File: src/rtl/fp_norm_pkg.sv
// Shared floating-point normaliser definitions: common widths and the
// constant clog2 helper used to size leading-zero counts.
package fp_norm_pkg;

  localparam int unsigned FP_MANT_W = 24;
  localparam int unsigned FP_EXP_W  = 8;

  // Smallest r with 2**r >= v; returns 0 for v <= 1.
  function automatic int unsigned clog2(input int unsigned v);
    int unsigned r;
    r = 0;
    for (int i = 0; i < 32; i++) begin
      if ((64'(1) << i) < 64'(v)) r = i + 1;
    end
    return r;
  endfunction

endpackage

File: src/rtl/lzc_core.sv
// Combinational leading-zero counter; reports MANT_W for an all-zero input.
module lzc_core
  import fp_norm_pkg::*;
#(
  parameter  int unsigned MANT_W = FP_MANT_W,
  localparam int unsigned CNT_W  = clog2(MANT_W + 1)
) (
  input  logic [MANT_W-1:0] mant_i,
  output logic [CNT_W-1:0]  lz_o
);

  logic found;

  // Priority scan from the MSB; the first set bit fixes the count.
  always_comb begin
    lz_o  = CNT_W'(MANT_W);
    found = 1'b0;
    for (int i = MANT_W - 1; i >= 0; i--) begin
      if (!found && mant_i[i]) begin
        lz_o  = CNT_W'(MANT_W - 1 - i);
        found = 1'b1;
      end
    end
  end

endmodule

File: src/rtl/lzc_normalizer_pipe.sv
// Two-stage mantissa normaliser: stage 1 counts leading zeros, stage 2 shifts
// the mantissa and adjusts the exponent, clamping denormals at exponent 0.
module lzc_normalizer_pipe
  import fp_norm_pkg::*;
#(
  parameter  int unsigned MANT_W = FP_MANT_W,
  parameter  int unsigned EXP_W  = FP_EXP_W,
  localparam int unsigned CNT_W  = clog2(MANT_W + 1)
) (
  input  logic              clk,
  input  logic              rst,
  input  logic              in_valid,
  output logic              in_ready,
  input  logic [MANT_W-1:0] in_mant,
  input  logic [EXP_W-1:0]  in_exp,
  output logic              out_valid,
  input  logic              out_ready,
  output logic [MANT_W-1:0] out_mant,
  output logic [EXP_W-1:0]  out_exp,
  output logic [CNT_W-1:0]  out_lz,
  output logic              out_zero,
  output logic              out_uflow
);

  localparam int unsigned CMP_W = (CNT_W > EXP_W) ? CNT_W : EXP_W;

  logic              s1_valid_q, s1_valid_d;
  logic [MANT_W-1:0] s1_mant_q,  s1_mant_d;
  logic [EXP_W-1:0]  s1_exp_q,   s1_exp_d;
  logic [CNT_W-1:0]  s1_lz_q,    s1_lz_d;
  logic              s2_valid_q, s2_valid_d;
  logic [MANT_W-1:0] mant_q,     mant_d;
  logic [EXP_W-1:0]  exp_q,      exp_d;
  logic [CNT_W-1:0]  lz_q,       lz_d;
  logic              zero_q,     zero_d;
  logic              uflow_q,    uflow_d;

  logic              s2_ready;
  logic              s1_load;
  logic              s2_load;
  logic [CNT_W-1:0]  lz_in;
  logic [CNT_W-1:0]  shift;

  lzc_core #(.MANT_W(MANT_W)) u_lzc (
    .mant_i (in_mant),
    .lz_o   (lz_in)
  );

  assign s2_ready = !s2_valid_q || out_ready;
  assign in_ready = !s1_valid_q || s2_ready;
  assign s1_load  = in_valid && in_ready;
  assign s2_load  = s1_valid_q && s2_ready;

  // Stage 1: capture the beat and its leading-zero count on accept.
  always_comb begin
    s1_valid_d = s1_valid_q;
    s1_mant_d  = s1_mant_q;
    s1_exp_d   = s1_exp_q;
    s1_lz_d    = s1_lz_q;
    if (in_ready) s1_valid_d = in_valid;
    if (s1_load) begin
      s1_mant_d = in_mant;
      s1_exp_d  = in_exp;
      s1_lz_d   = lz_in;
    end
  end

  // Stage 2: shift by min(lz, exp) so the exponent never goes below zero.
  always_comb begin
    s2_valid_d = s2_valid_q;
    mant_d     = mant_q;
    exp_d      = exp_q;
    lz_d       = lz_q;
    zero_d     = zero_q;
    uflow_d    = uflow_q;
    shift      = '0;
    if (s2_ready) s2_valid_d = s1_valid_q;
    if (s2_load) begin
      lz_d = s1_lz_q;
      if (s1_mant_q == '0) begin
        mant_d  = '0;
        exp_d   = '0;
        zero_d  = 1'b1;
        uflow_d = 1'b0;
      end else if (CMP_W'(s1_lz_q) <= CMP_W'(s1_exp_q)) begin
        shift   = s1_lz_q;
        mant_d  = s1_mant_q << shift;
        exp_d   = EXP_W'(CMP_W'(s1_exp_q) - CMP_W'(s1_lz_q));
        zero_d  = 1'b0;
        uflow_d = 1'b0;
      end else begin
        shift   = CNT_W'(s1_exp_q);
        mant_d  = s1_mant_q << shift;
        exp_d   = '0;
        zero_d  = 1'b0;
        uflow_d = 1'b1;
      end
    end
  end

  always_ff @(posedge clk) begin
    if (rst) begin
      s1_valid_q <= 1'b0;
      s1_mant_q  <= '0;
      s1_exp_q   <= '0;
      s1_lz_q    <= '0;
      s2_valid_q <= 1'b0;
      mant_q     <= '0;
      exp_q      <= '0;
      lz_q       <= '0;
      zero_q     <= 1'b0;
      uflow_q    <= 1'b0;
    end else begin
      s1_valid_q <= s1_valid_d;
      s1_mant_q  <= s1_mant_d;
      s1_exp_q   <= s1_exp_d;
      s1_lz_q    <= s1_lz_d;
      s2_valid_q <= s2_valid_d;
      mant_q     <= mant_d;
      exp_q      <= exp_d;
      lz_q       <= lz_d;
      zero_q     <= zero_d;
      uflow_q    <= uflow_d;
    end
  end

  assign out_valid = s2_valid_q;
  assign out_mant  = mant_q;
  assign out_exp   = exp_q;
  assign out_lz    = lz_q;
  assign out_zero  = zero_q;
  assign out_uflow = uflow_q;

endmodule

File: config.mk
export PLATFORM = sky130hd
export DESIGN_NAME = lzc_normalizer_pipe
export DESIGN_NICKNAME = d
export VERILOG_FILES = /design/src/rtl/fp_norm_pkg.sv /design/src/rtl/lzc_core.sv /design/src/rtl/lzc_normalizer_pipe.sv
export SDC_FILE = /design/constraint.sdc
export NUM_CORES = 1
export LEC_CHECK = 0
export BUFFER_PORTS_ARGS = -buffer_cell sky130_fd_sc_hd__buf_2
export CAP_MARGIN = 20
export CORE_ASPECT_RATIO = 1.25
export CORE_UTILIZATION = 50
export DETAILED_ROUTE_END_ITERATION = 10
export PLACE_DENSITY = 0.72
export SYNTH_ARGS = -nofsm -noshare
export SYNTH_HDL_FRONTEND = slang
export SYNTH_SLANG_ARGS = --single-unit
File: constraint.sdc
create_clock -name clk -period 6.6 [get_ports clk]
set_input_delay 0.99 -clock clk [delete_from_list [all_inputs] [get_ports clk]]
set_output_delay 0.99 -clock clk [all_outputs]
set_load 0.02 [all_outputs]
==> Word level (Yosys, flattened, before mapping) <==
Cells that the tools add are included.
{ "word_totals": {"ff_bits": 78, "inputBits": 36, "out_inout_bits": 41, "word_cells": 121} }
{ "classes": {"addsub": 1, "magnitude_cmp": 1, "n_shift": 2, "muxes": 54, "n_reduce_logical": 53} }
{ "ops": {"columns": ["operator", "n"], "rows": [
  ["5-bit 2-to-1 mux", 24],
  ["24-bit 2-to-1 mux", 2],
  ["24-bit by 5-bit left shift with 24-bit output", 2],
  ["1-bit 2-to-1 mux", 26],
  ["1-bit logical AND", 25],
  ["1-bit zero test", 25],
  ["24-bit zero test", 1],
  ["8-bit 2-to-1 mux", 2],
  ["5-bit by 8-bit <= comparator with 1-bit output", 1],
  ["8-bit by 5-bit subtractor with 8-bit output", 1],
  ["1-bit logical OR", 2]
]} }

==> Longest topological paths before layout <==
{ "logic_depth": {"depth_word": 70, "depth_mapped": 14, "depth_no_buf": 12} }

==> By module <==
From an unflattened synthesis, not the netlist that was laid out.
{ "hier_totals": {"hier_cells": 636, "hier_area_um2": 4795.8} }
{ "by_module_without_submodules": {"columns": ["mod", "instances", "cells_per_inst", "area_per_inst_um2", "seq_area_each_um2"], "rows": [
  ["lzc_normalizer_pipe", 1, 590, 4504.3, 1561.5],
  ["lzc_core", 1, 46, 291.5, 0.0]
]} }

==> Least setup slack after synthesis <==
Ideal clock, no wire load.
{ "synth_timing": {"path_type": "flip-flop to flip-flop", "startpoint": "register s1_exp_q[0]", "endpoint": "register mant_q[15] (netlist: out_mant[15])", "setup_time_ns": 0.117, "t_arrival_ns": 3.021, "required_time_ns": 6.483, "setup_slack_ns": 3.462, "path_stages_with_launch": 14, "n_path_buf": 1, "synth_period_minus_slack_ns": 3.138, "path_cell_list": "dfxtp_1 -> inv_1 -> ha_1 -> inv_1 -> fa_1 -> a211oi_2 -> o21a_1 -> buf_2 -> nand2_2 -> a311oi_2 -> mux2i_1 -> mux2_2 -> nand2b_1 -> a32o_1"} }
{ "synth_between": {"elab_chain_len": 3} }
{ "synth_lines": {"columns": ["element", "line_no", "rtl"], "rows": [
  ["start, declared", "lzc_normalizer_pipe.sv:29", "logic [EXP_W-1:0] s1_exp_q, s1_exp_d;"],
  ["start signal, assigned", "lzc_normalizer_pipe.sv:116", "s1_exp_q <= s1_exp_d;"],
  ["5-bit by 8-bit <= comparator with 1-bit output / 24-bit by 5-bit left shift with 24-bit output (equally long branches)", "lzc_normalizer_pipe.sv:85, lzc_normalizer_pipe.sv:93", null],
  ["24-bit 2-to-1 mux (*)", "lzc_normalizer_pipe.sv:85", "end else if (CMP_W'(s1_lz_q) <= CMP_W'(s1_exp_q)) begin"],
  ["24-bit 2-to-1 mux (*)", "lzc_normalizer_pipe.sv:80", "if (s1_mant_q == '0) begin"],
  ["end signal, assigned", "lzc_normalizer_pipe.sv:119", "mant_q <= mant_d;"],
  ["end, declared", "lzc_normalizer_pipe.sv:32", "logic [MANT_W-1:0] mant_q, mant_d;"]
]} }
Every way passes the cells marked *; elsewhere a longest branch is shown, timed or not.
A chain may end at the register's enable or synchronous reset.

==> Final worst setup path <==
{ "layout_timing": {"startpoint": "register s1_exp_q[0]", "endpoint": "register mant_q[14] (netlist: out_mant[14])"} }
The elaborated chain is that of the path after synthesis.

==> run_results.csv <==
group,metric,value,unit
floorplan,die_area,10100,um2
placement,placed_area,5250,um2
clock_tree,cts_resized,0,
cells_and_area,fin_cells,833,
placement,numPortBuffers,76,
route,ant_nets,0,
job,drv_cap,0,
synth,synth_edf_count,0,
synth,synth_top_area_cell,"dfxtp_1",
route,routed_via_density,6.18,
clock_tree,insertion_delay,0.34,ns
cells_and_area,nNetsFinal,747,
sta,fmax,0.228,GHz
setup_path,reg2regPathDepth,12,
setup_path,cp_num_cells,12,
synth,yosysMostFrequentCell,"nand2_1",
setup_path,critPathLaunchType,"register",
global_routing,antenna_found_initial,0,
floorplan,die_x,90.2,um
sta,min_period_over_period,66.4,%
setup_path,cp.required,6.83,ns
pwr,p_comb_share,24.2,%
sta,tightest_slew,0.866,ns
placement,place_inst,817,
global_routing,grt_pass1_vias,4751,
sta,relSlewSlack,42.2,%
setup_path,critPathMaxFanout,20,
clock_tree,post_cts_buffers,0,
floorplan,num_rows,39,
pwr,peakVddDrop,0.000127,V
floorplan,coreArea,9270,um2
sta,slew_viol_final,0,
synth,synth_area_leaders,"dfxtp_1 32%, nand2_1 10%, a21oi_1 7.8%",
sta,hold_violations,0,
synth,ys.flop_type,"dfxtp_1",
setup_path,crit_chain,"inv_1 > ha_1 > inv_1 > fa_1 > a211oi_2 > o21ai_2 > nor3_4 > or2_1 > o21ai_1 > mux2i_1 > a221oi_1 > a21o_1",
synth,avgSynthCellArea,7.43,um2
synth,ys_ff_latch,78,
sta,setup-tns-final,0,ns
synth,synth_cell_types,74,
cells_and_area,design_area,5550,um2
clock_tree,htree_levels,3,
synth,synth_area,4860,um2
pwr,leakagePower,2.26,nW
cells_and_area,drive_above_1_share,17.6,%
sta,fin_worst_skew,0.00521,ns
clock_tree,tritoncts,"yes",
cells_and_area,fin_util,59.8,%
setup_path,end_kind,"register",
cells_and_area,syn2layout_area_growth,14.1,%
outcome,status,"finished clean",
pwr,switchingPower,0.000425,W
sta,finalSetupViolCount,0,
pwr,total_power,0.00132,W
setup_path,critPathBufInv,2,
synth,synth.net_count,696,
cells_and_area,n_antenna_cell,0,
setup_path,critPathKind,"reg2reg",
setup_path,cpMaxStageDelayCell,"nor3_4",
synth,syn_inst,654,
clock_tree,ctsHoldBuffers,0,
setup_path,crit_family,"simple AND/OR/NAND/NOR gates",
route,detail_route.wl_per_cell,17.0,um
pwr,power_frac_seq,39.7,%
floorplan,start_util,52.4,%
clock_tree,cts_buffer_depth,2,
synth,synth_commonest_cells,"130 x nand2_1, 78 x dfxtp_1, 76 x a21oi_1, 57 x nor2_1, 28 x a211oi_1",
synth,async_reset_ff_share,0,%
synth,synth_top_cell_area_share,32.1,%
cells_and_area,fillers,932,
global_routing,grt_usage,28.8,%
route,drt-pass1-iter-count,5,
global_routing,grt_max_degree,67,
global_routing,grt_pass1_wl,23500,um
placement,hpwl,10600,um
synth,yosysWarnings,0,
clock_tree,clock-sinks,78,
setup_path,crit_arrival,4.61,ns
pwr,swShare,32.2,%
sta,period_minus_slack,4.38,ns
route,wl,14200,um
floorplan,io_pins,77,
clock_tree,path_clk_slew,0.06,ns
pwr,clockPowerShare,36.2,%
global_routing,grt_overflow,0,
pwr,internal_power,0.000896,W
clock_tree,cts_inserted_buffers,9,
worst_hold_path,whs_path_depth,2,
clock_tree,root_buffer,"clkbuf_16",
route,drc_errors,0,
setup_path,cp_common_cell,"inv_1",
sta,rsz0062_at_grt,"false",
worst_hold_path,hold_path_class,"reg2reg",
route,vias,5144,
floorplan,fp.dieH,112,um
synth,ys_seq_area_share,32.1,%
placement,routabilityCongestion,0.919,
setup_path,max_stage_delay,0.67,ns
pwr,p_per_area,238,nW/um2
route,detail_route.iter0.violations,514,
==> path summary, 6_finish.rpt <==
| path | slack [ns] | to | startpoint |
|---|---|---|---|
| max reg2reg | 2.22 | out_mant[14] | s1_exp_q[0] |
| min reg2reg | 0.45 | out_mant[9] | out_mant[9] |
| max | 2.22 | out_mant[14] | s1_exp_q[0] |
| min | 0.45 | out_mant[9] | out_mant[9] |
==> placed cells by master, fill, tap and decap left out, drive strengths merged, types with 7 or more instances in the layout <==
cell type	synthesis	routed
o21ai	30	30
a311oi	13	13
a22oi	17	17
nor3	19	19
dfxtp	78	78
nand2	131	131
nor2	58	58
a211oi	30	30
nand2b	7	7
mux2i	7	7
nor4	10	10
a21oi	78	78
clkbuf	21	12
inv	23	24
buf	25	86
==> kinds of logic after synthesis <==
group	share of synthesized area, %
XOR/XNOR	0.902
buffers and inverters	6.34
AND/OR/NAND/NOR	23.7
flip-flops	32.1
adder cells (fa/ha/maj)	1.70
AO/OA/AOI/OAI	32.8
multiplexers	2.45
==> flip-flops by register name, indices dropped and copies added, names as in the netlist <==
| register | cells |
|---|---|
| out_mant | 24 |
| s1_valid_q | 1 |
| s1_lz_q | 5 |
| out_uflow | 1 |
| out_lz | 5 |
| s1_exp_q | 8 |
| out_exp | 8 |
| s1_mant_q | 24 |
| out_valid | 1 |
| out_zero | 1 |
==> layer usage <==
metal / GRT usage (%) / wire length (um) / vias up
li1: - / - / 2488
met3: 4.67 / 740 / 37
met4: 13.3 / 480 / 0
met1: 36.4 / 6230 / 2410
met5: 0 / 0 / -
met2: 48.0 / 6710 / 209
==> worst min-delay path: stages, from the launching register on <==
cell and delay (ns):
dfxtp_1 0.32, nand2_1 0.04, o21ai_0 0.05
==> power groups by stage <==
stage	sequential (W)	clock [W]	combinational (W)
global placement	0.000533	0	0.000310
floorplan	0.000539	0	0.000220
detailed placement	0.000533	0	0.000312
CTS	0.000523	0.000483	0.000315
finish	0.000524	0.000478	0.000319
global route	0.000527	0.000505	0.000349
==> area by class of cell <==
type,count,area (um2),share of cell area [%]
Multi-Input combinational cell,507,2990,54.0
Sequential cell,78,1560,28.2
Timing Repair Buffer,86,455,8.21
Clock buffer,12,267,4.81
Tap cell,123,154,2.78
Inverter,23,86.3,1.56
Clock inverter,4,28.8,0.519
==> metrics by stage <==
| stage | hold slack, ns | setup slack (ns) |
|---|---|---|
| floorplan | 0.441 | 3.46 |
| global placement | 0.430 | 2.45 |
| detailed placement | 0.440 | 2.37 |
| CTS | 0.453 | 2.30 |
| global route | 0.465 | 1.95 |
| finish | 0.446 | 2.22 |
No activity file was read; power rests on OpenSTA's default activity.
